[config.mk]
export PLATFORM = sky130hd
export DESIGN_NAME = mem_wb_pipe_flat
export DESIGN_NICKNAME = d
export VERILOG_FILES = /design/src/rtl/mem_wb_if.sv /design/src/rtl/mem_wb_pipe.sv /design/src/flat_wrapper.sv
export SDC_FILE = /design/constraint.sdc
export NUM_CORES = 1
export LEC_CHECK = 0
export ABC_AREA = 0
export CORE_MARGIN = 2
export CORE_UTILIZATION = 40
export CTS_BUF_LIST = sky130_fd_sc_hd__clkbuf_4
export DETAILED_ROUTE_END_ITERATION = 16
export PLACE_DENSITY_LB_ADDON = 0.1
export SYNTH_ARGS = -nofsm -noshare
export SYNTH_HDL_FRONTEND = slang
export SYNTH_SLANG_ARGS = --single-unit
[constraint.sdc]
create_clock -name clk -period 2.9 [get_ports clk]
set_input_delay 0.435 -clock clk [delete_from_list [all_inputs] [get_ports clk]]
set_output_delay 0.435 -clock clk [all_outputs]
set_load 0.005 [all_outputs]
[src/rtl/mem_wb_if.sv]
// mem_wb_if: memory-to-writeback pipeline bus.
//   Entry side (driven by the producer): vld_i, rwe_i, res_i, c_reg_i.
//   Writeback side (driven by the pipe): vld_o, rwe_o, res_o, c_reg_o.
//   master: the producer / register-file side.
//   slave:  the pipeline register itself.
interface mem_wb_if #(
  parameter int DATA_W = 16,
  parameter int REG_W  = 8
);
  logic              vld_i;
  logic              rwe_i;
  logic [DATA_W-1:0] res_i;
  logic [REG_W-1:0]  c_reg_i;

  logic              vld_o;
  logic              rwe_o;
  logic [DATA_W-1:0] res_o;
  logic [REG_W-1:0]  c_reg_o;

  modport master (
    output vld_i, rwe_i, res_i, c_reg_i,
    input  vld_o, rwe_o, res_o, c_reg_o
  );

  modport slave (
    input  vld_i, rwe_i, res_i, c_reg_i,
    output vld_o, rwe_o, res_o, c_reg_o
  );
endinterface

[src/rtl/mem_wb_pipe.sv]
// mem_wb_pipe: DEPTH-stage memory-to-writeback pipeline register with
// per-stage valid bits, flush, stall, two in-flight forwarding lookup ports
// and a retired-write counter.
// Ports:
//   clk, rst          clock and synchronous active-high reset
//   stall             hold every stage, drop the input
//   flush             clear every valid bit (wins over stall)
//   bus               entry in (vld_i/rwe_i/res_i/c_reg_i), writeback out
//                     (vld_o/rwe_o/res_o/c_reg_o)
//   fwd_reg_a/b       source register queried by lookup port A/B
//   fwd_hit_a/b       a valid in-flight write targets that register
//   fwd_data_a/b      result of the youngest matching write, else 0
//   wb_cnt            number of cycles on which rwe_o was 1 (wraps)
module mem_wb_pipe #(
  parameter int DATA_W  = 16,
  parameter int REG_W   = 8,
  parameter int DEPTH   = 1,
  parameter int R0_ZERO = 1,
  parameter int CNT_W   = 16
) (
  input  logic              clk,
  input  logic              rst,
  input  logic              stall,
  input  logic              flush,
  mem_wb_if.slave           bus,
  input  logic [REG_W-1:0]  fwd_reg_a,
  output logic              fwd_hit_a,
  output logic [DATA_W-1:0] fwd_data_a,
  input  logic [REG_W-1:0]  fwd_reg_b,
  output logic              fwd_hit_b,
  output logic [DATA_W-1:0] fwd_data_b,
  output logic [CNT_W-1:0]  wb_cnt
);

  typedef struct packed {
    logic              vld;
    logic              rwe;
    logic [DATA_W-1:0] res;
    logic [REG_W-1:0]  c_reg;
  } stage_t;

  typedef struct packed {
    logic              hit;
    logic [DATA_W-1:0] data;
  } fwd_t;

  // Index 0 is the youngest stage, DEPTH-1 drives the writeback outputs.
  stage_t [DEPTH-1:0] stage_q, stage_d;
  logic   [CNT_W-1:0] wb_cnt_q, wb_cnt_d;
  logic               rwe_out;

  assign rwe_out = stage_q[DEPTH-1].vld & stage_q[DEPTH-1].rwe;

  always_comb begin
    // NOTE: every combinational output gets a default first so no path
    // through the block leaves it unassigned, which would infer a latch.
    stage_d  = stage_q;
    wb_cnt_d = wb_cnt_q;

    if (flush) begin
      // Only the valid bits are killed; data fields keep their values.
      for (int k = 0; k < DEPTH; k++) begin
        stage_d[k].vld = 1'b0;
      end
    end else if (!stall) begin
      stage_d[0] = '{vld: bus.vld_i, rwe: bus.rwe_i,
                     res: bus.res_i, c_reg: bus.c_reg_i};
      for (int k = 1; k < DEPTH; k++) begin
        stage_d[k] = stage_q[k-1];
      end
    end

    // A write held in the output stage by a stall is counted every cycle.
    if (rwe_out) begin
      wb_cnt_d = wb_cnt_q + CNT_W'(1);
    end
  end

  always_ff @(posedge clk) begin
    // NOTE: state registers use non-blocking assignments so every flop
    // samples its pre-edge value regardless of statement order.
    if (rst) begin
      // NOTE: the whole stage array, data fields included, is cleared because
      // res_o, c_reg_o and the forwarding data must read 0 after reset.
      stage_q  <= '0;
      wb_cnt_q <= '0;
    end else begin
      stage_q  <= stage_d;
      wb_cnt_q <= wb_cnt_d;
    end
  end

  // Scan oldest to youngest so the last (youngest) match overrides older ones.
  function automatic fwd_t lookup(input stage_t [DEPTH-1:0] stages,
                                  input logic [REG_W-1:0]   reg_id);
    fwd_t r;
    r = '0;
    if (!(R0_ZERO != 0 && reg_id == '0)) begin
      for (int k = DEPTH - 1; k >= 0; k--) begin
        if (stages[k].vld && stages[k].rwe && stages[k].c_reg == reg_id) begin
          r.hit  = 1'b1;
          r.data = stages[k].res;
        end
      end
    end
    return r;
  endfunction

  fwd_t fwd_a, fwd_b;

  assign fwd_a      = lookup(stage_q, fwd_reg_a);
  assign fwd_b      = lookup(stage_q, fwd_reg_b);
  assign fwd_hit_a  = fwd_a.hit;
  assign fwd_data_a = fwd_a.data;
  assign fwd_hit_b  = fwd_b.hit;
  assign fwd_data_b = fwd_b.data;

  assign bus.vld_o   = stage_q[DEPTH-1].vld;
  assign bus.rwe_o   = rwe_out;
  assign bus.res_o   = stage_q[DEPTH-1].res;
  assign bus.c_reg_o = stage_q[DEPTH-1].c_reg;
  assign wb_cnt      = wb_cnt_q;

endmodule

[src/flat_wrapper.sv]
// flat-port wrapper written by rule: the top's interface ports become plain ports
module mem_wb_pipe_flat 
#(
  parameter int DATA_W  = 16,
  parameter int REG_W   = 8,
  parameter int DEPTH   = 1,
  parameter int R0_ZERO = 1,
  parameter int CNT_W   = 16
)
  (clk, rst, stall, flush, fwd_reg_a, fwd_hit_a, fwd_data_a, fwd_reg_b, fwd_hit_b, fwd_data_b, wb_cnt, bus_vld_i, bus_rwe_i, bus_res_i, bus_c_reg_i, bus_vld_o, bus_rwe_o, bus_res_o, bus_c_reg_o);
  mem_wb_if #(.DATA_W(DATA_W), .REG_W(REG_W)) bus_i ();
  input  logic clk;
  input  logic rst;
  input  logic stall;
  input  logic flush;
  input  logic [REG_W-1:0] fwd_reg_a;
  output logic fwd_hit_a;
  output logic [DATA_W-1:0] fwd_data_a;
  input  logic [REG_W-1:0] fwd_reg_b;
  output logic fwd_hit_b;
  output logic [DATA_W-1:0] fwd_data_b;
  output logic [CNT_W-1:0] wb_cnt;
  input wire logic [$bits(bus_i.vld_i)-1:0] bus_vld_i;
  input wire logic [$bits(bus_i.rwe_i)-1:0] bus_rwe_i;
  input wire logic [$bits(bus_i.res_i)-1:0] bus_res_i;
  input wire logic [$bits(bus_i.c_reg_i)-1:0] bus_c_reg_i;
  output wire logic [$bits(bus_i.vld_o)-1:0] bus_vld_o;
  output wire logic [$bits(bus_i.rwe_o)-1:0] bus_rwe_o;
  output wire logic [$bits(bus_i.res_o)-1:0] bus_res_o;
  output wire logic [$bits(bus_i.c_reg_o)-1:0] bus_c_reg_o;
  assign bus_i.vld_i = bus_vld_i;
  assign bus_i.rwe_i = bus_rwe_i;
  assign bus_i.res_i = bus_res_i;
  assign bus_i.c_reg_i = bus_c_reg_i;
  assign bus_vld_o = bus_i.vld_o;
  assign bus_rwe_o = bus_i.rwe_o;
  assign bus_res_o = bus_i.res_o;
  assign bus_c_reg_o = bus_i.c_reg_o;
  mem_wb_pipe #(.DATA_W(DATA_W), .REG_W(REG_W), .DEPTH(DEPTH), .R0_ZERO(R0_ZERO), .CNT_W(CNT_W)) u_core (.clk(clk), .rst(rst), .stall(stall), .flush(flush), .bus(bus_i), .fwd_reg_a(fwd_reg_a), .fwd_hit_a(fwd_hit_a), .fwd_data_a(fwd_data_a), .fwd_reg_b(fwd_reg_b), .fwd_hit_b(fwd_hit_b), .fwd_data_b(fwd_data_b), .wb_cnt(wb_cnt));
endmodule
==> results.toml <==
[run_status]
status = "finished, final reports clean"

[worst_setup_path]
startpoint_type = "input port"
timing.critical_path.buf_inv = 3
crit_path_max_incr_delay_ps = 490
timing_worst_setup_path_type = "in -> out"
endpoint_kind = "output port"
crit_chain = "clkdlybuf4s50_1, xor2_1, nor4_2, o2111a_2, buf_12, and2_1, clkdlybuf4s50_1"
crit_arrival_ps = 2380
cp_top_family = "buffers and inverters"
crit_fanout = 17
cp_slowest_cell = "clkdlybuf4s50_1"
crit_top_cell = "clkdlybuf4s50_1"
cp.required_ps = 2470

[die]
initial_core_util_pct = 41.29
core_area_sq_um = 5473
dieWidth_um = 79.16
dieArea_sq_um = 6266
die_h_um = 79.16
row_count = 27
pin_count = 122

[place]
placed_area_sq_um = 3338
numPortBuffers = 121
place_congestion = 0.7516
hpwlAfterDp_um = 4315
pre_cts_ws_ps = -10.68

[clock_network]
htreeDepth = 2
clockRootBuffer = "clkbuf_4"
cts_max_path_buffers = 2
cts_tree = "built"
clkLatencyLatePin_ps = 340
numCtsBuffers = 5
path_clk_slew_ps = 130
cts_num_sinks = 42

[hold_path]
hp-class = "reg -> reg"

[global_route]
grt_pass1_vias = 2011
antenna_found_initial = 0
busiest_layer = "met2"
overflow = 0
gr-usage-met1_pct = 23.56
grt.total_usage_pct = 18.56
met2_usage_pct = 31.02
use_met3_pct = 4.886
grt_max_degree = 44
grt_pass1_wl_um = 9494

[drt]
drt_iter0_drc = 45
post_drt_wl_per_cell_um = 12.96
finalWirelength_um = 5884
antenna_left = 0
dr.pass1.iters = 4
via_per_inst = 4.738
num_vias = 2151
drt_drc_violations_left = 0

[power]
power_mw = 1.154
vdd_drop_max_mv = 0.2113
p_per_area_nw_per_um2 = 332.6
p_leak_nw = 1.294

[cells_and_area]
fill_cells = 519
stdcell_area_sq_um = 3471
final_common_cell = "clkdlybuf4s50_1"
drive_gt1_share_pct = 6.283
ff_latch_area_sq_um = 842.1
final_core_util_pct = 63.42
multi_input_area_sq_um = 1169
antenna_cells_inserted = 0
fin_nets = 428
final_cell_mix = "120 x clkdlybuf4s50_1, 57 x nand2_1, 41 x dfxtp_1"
synthToLayoutAreaGrowth_pct = 53.60

[sta]
worst_pin_slew_ps = 544.6
skew_ps = 6.899
finalCritPeriodShare_pct = 97.04
fin_crit_ps = 2814
fin_hold_ws_ps = 481.3
slew-limit-headroom_pct = 63.65
setup_ws_ps = 85.86
setup_viol = 0
hold_viol = 0
clock.fmax_mhz = 355.3
slew_viol_final = 0

[yosys]
ys_ff_latch = 42
synth_top_cell_area_share_pct = 37.21
yosys-top-cells-area = "dfxtp_1 37%, nand2_1 9.5%, and2_1 8.9%"
yosysWarnings = 0
synth.distinct_cells = 30
synth.largest_area_cell = "dfxtp_1"
syn_avg_cell_area_sq_um = 7.929
postSynthCellCount = 285
yosysSeqAreaShare_pct = 37.21
synthesis.area_sq_um = 2260
synth_nets = 332

[job]
maxCapViolCount = 0
==> report_power, final <==
group / total (mW) / switching (mW) / internal, mW
Combinational: 0.162 / 0.0601 / 0.101
Clock: 0.381 / 0.190 / 0.191
Sequential: 0.612 / 0.0183 / 0.593
Total: 1.15 / 0.268 / 0.886
==> tightest hold or removal path, cell delays in order (launching register included) <==
cell	delay, ps
dfxtp_1	350
nand2_1	50
a21oi_1	50
==> registers in the layout, indices dropped and copies added (netlist names) <==
| signal | flops |
|---|---|
| u_core.bus.c_reg_o | 8 |
| u_core.wb_cnt | 16 |
| u_core.bus.res_o | 16 |
| u_core.stage_q | 1 |
| u_core.bus.vld_o | 1 |
==> kinds of logic (layout without fill, tap and decap cells) <==
| logic type | Yosys count | count (layout) | share of synthesized area (%) |
|---|---|---|---|
| fa+ha+maj | 1 | 1 | 0.5536 |
| xor+xnor | 26 | 26 | 10.08 |
| mux | 1 | 1 | 0.4430 |
| simple gates | 138 | 138 | 31.28 |
| compound gates | 36 | 36 | 8.970 |
| flops | 42 | 42 | 37.21 |
| buf+inv | 41 | 138 | 11.46 |
==> cells in the mapped netlist <==
library cell and n:
nand2_1 57, dfxtp_1 42, and2_1 32, a21oi_1 31
buf_4 24, xor2_1 18, nor2_1 17, clkbuf_1 10
nor3_1 9, xnor2_1 8, nor4_1 7, inv_1 5
nand3_1 3, nand4_1 3, buf_6 2, nor2b_1 2
o2111a_2 2, a31o_1 1, a31o_2 1, and4_1 1
ha_1 1, mux2i_1 1, nand2b_1 1, nand3_2 1
nand4_2 1, nand4_4 1, nor4_4 1, o21ai_0 1
or2_2 1, or3_2 1
==> per-layer routing <==
layer / share of wire [%] / vias to the layer above / wire length, um
met4: 1.3 / 0 / 74
met2: 48 / 72 / 2798
met3: 7.0 / 6 / 414
met5: 0 / - / 0
li1: - / 1100 / -
met1: 44 / 973 / 2596
==> cell type report <==
type | instances | area share, %
clock buffers | 6 | 1.298
clock inverters | 2 | 1.081
inverters | 5 | 0.5407
multi-input cells | 202 | 33.67
flip-flops and latches | 42 | 24.26
well taps | 72 | 2.596
repair buffers | 125 | 36.55
==> what timing repair did <==
item,in CTS,in global routing
pin swaps,1,3
buffers inserted,1,1
cloned,0,0
resized for setup,0,3
hold buffers,0,0
endpoints found under the setup margin,9,32
==> final timing paths <==
check	start	to	slack [ps]	depth (start not counted)
setup / recovery	fwd_reg_a[2]	fwd_data_a[11]	90	7
setup reg to reg	u_core.wb_cnt[0]	u_core.wb_cnt[14]	1370	5
hold reg to reg	u_core.bus.res_o[3]	u_core.bus.res_o[3]	480	2
hold / removal	u_core.bus.res_o[3]	u_core.bus.res_o[3]	480	2
==> through the flow <==
stage               std cells  setup TNS (ps)
floorplan                 285               0
global placement          444          -116.1
detailed placement        444          -50.76
CTS                       453               0
global route              454        -0.07683
finish                    454               0
(Power assumes the default switching activity.)
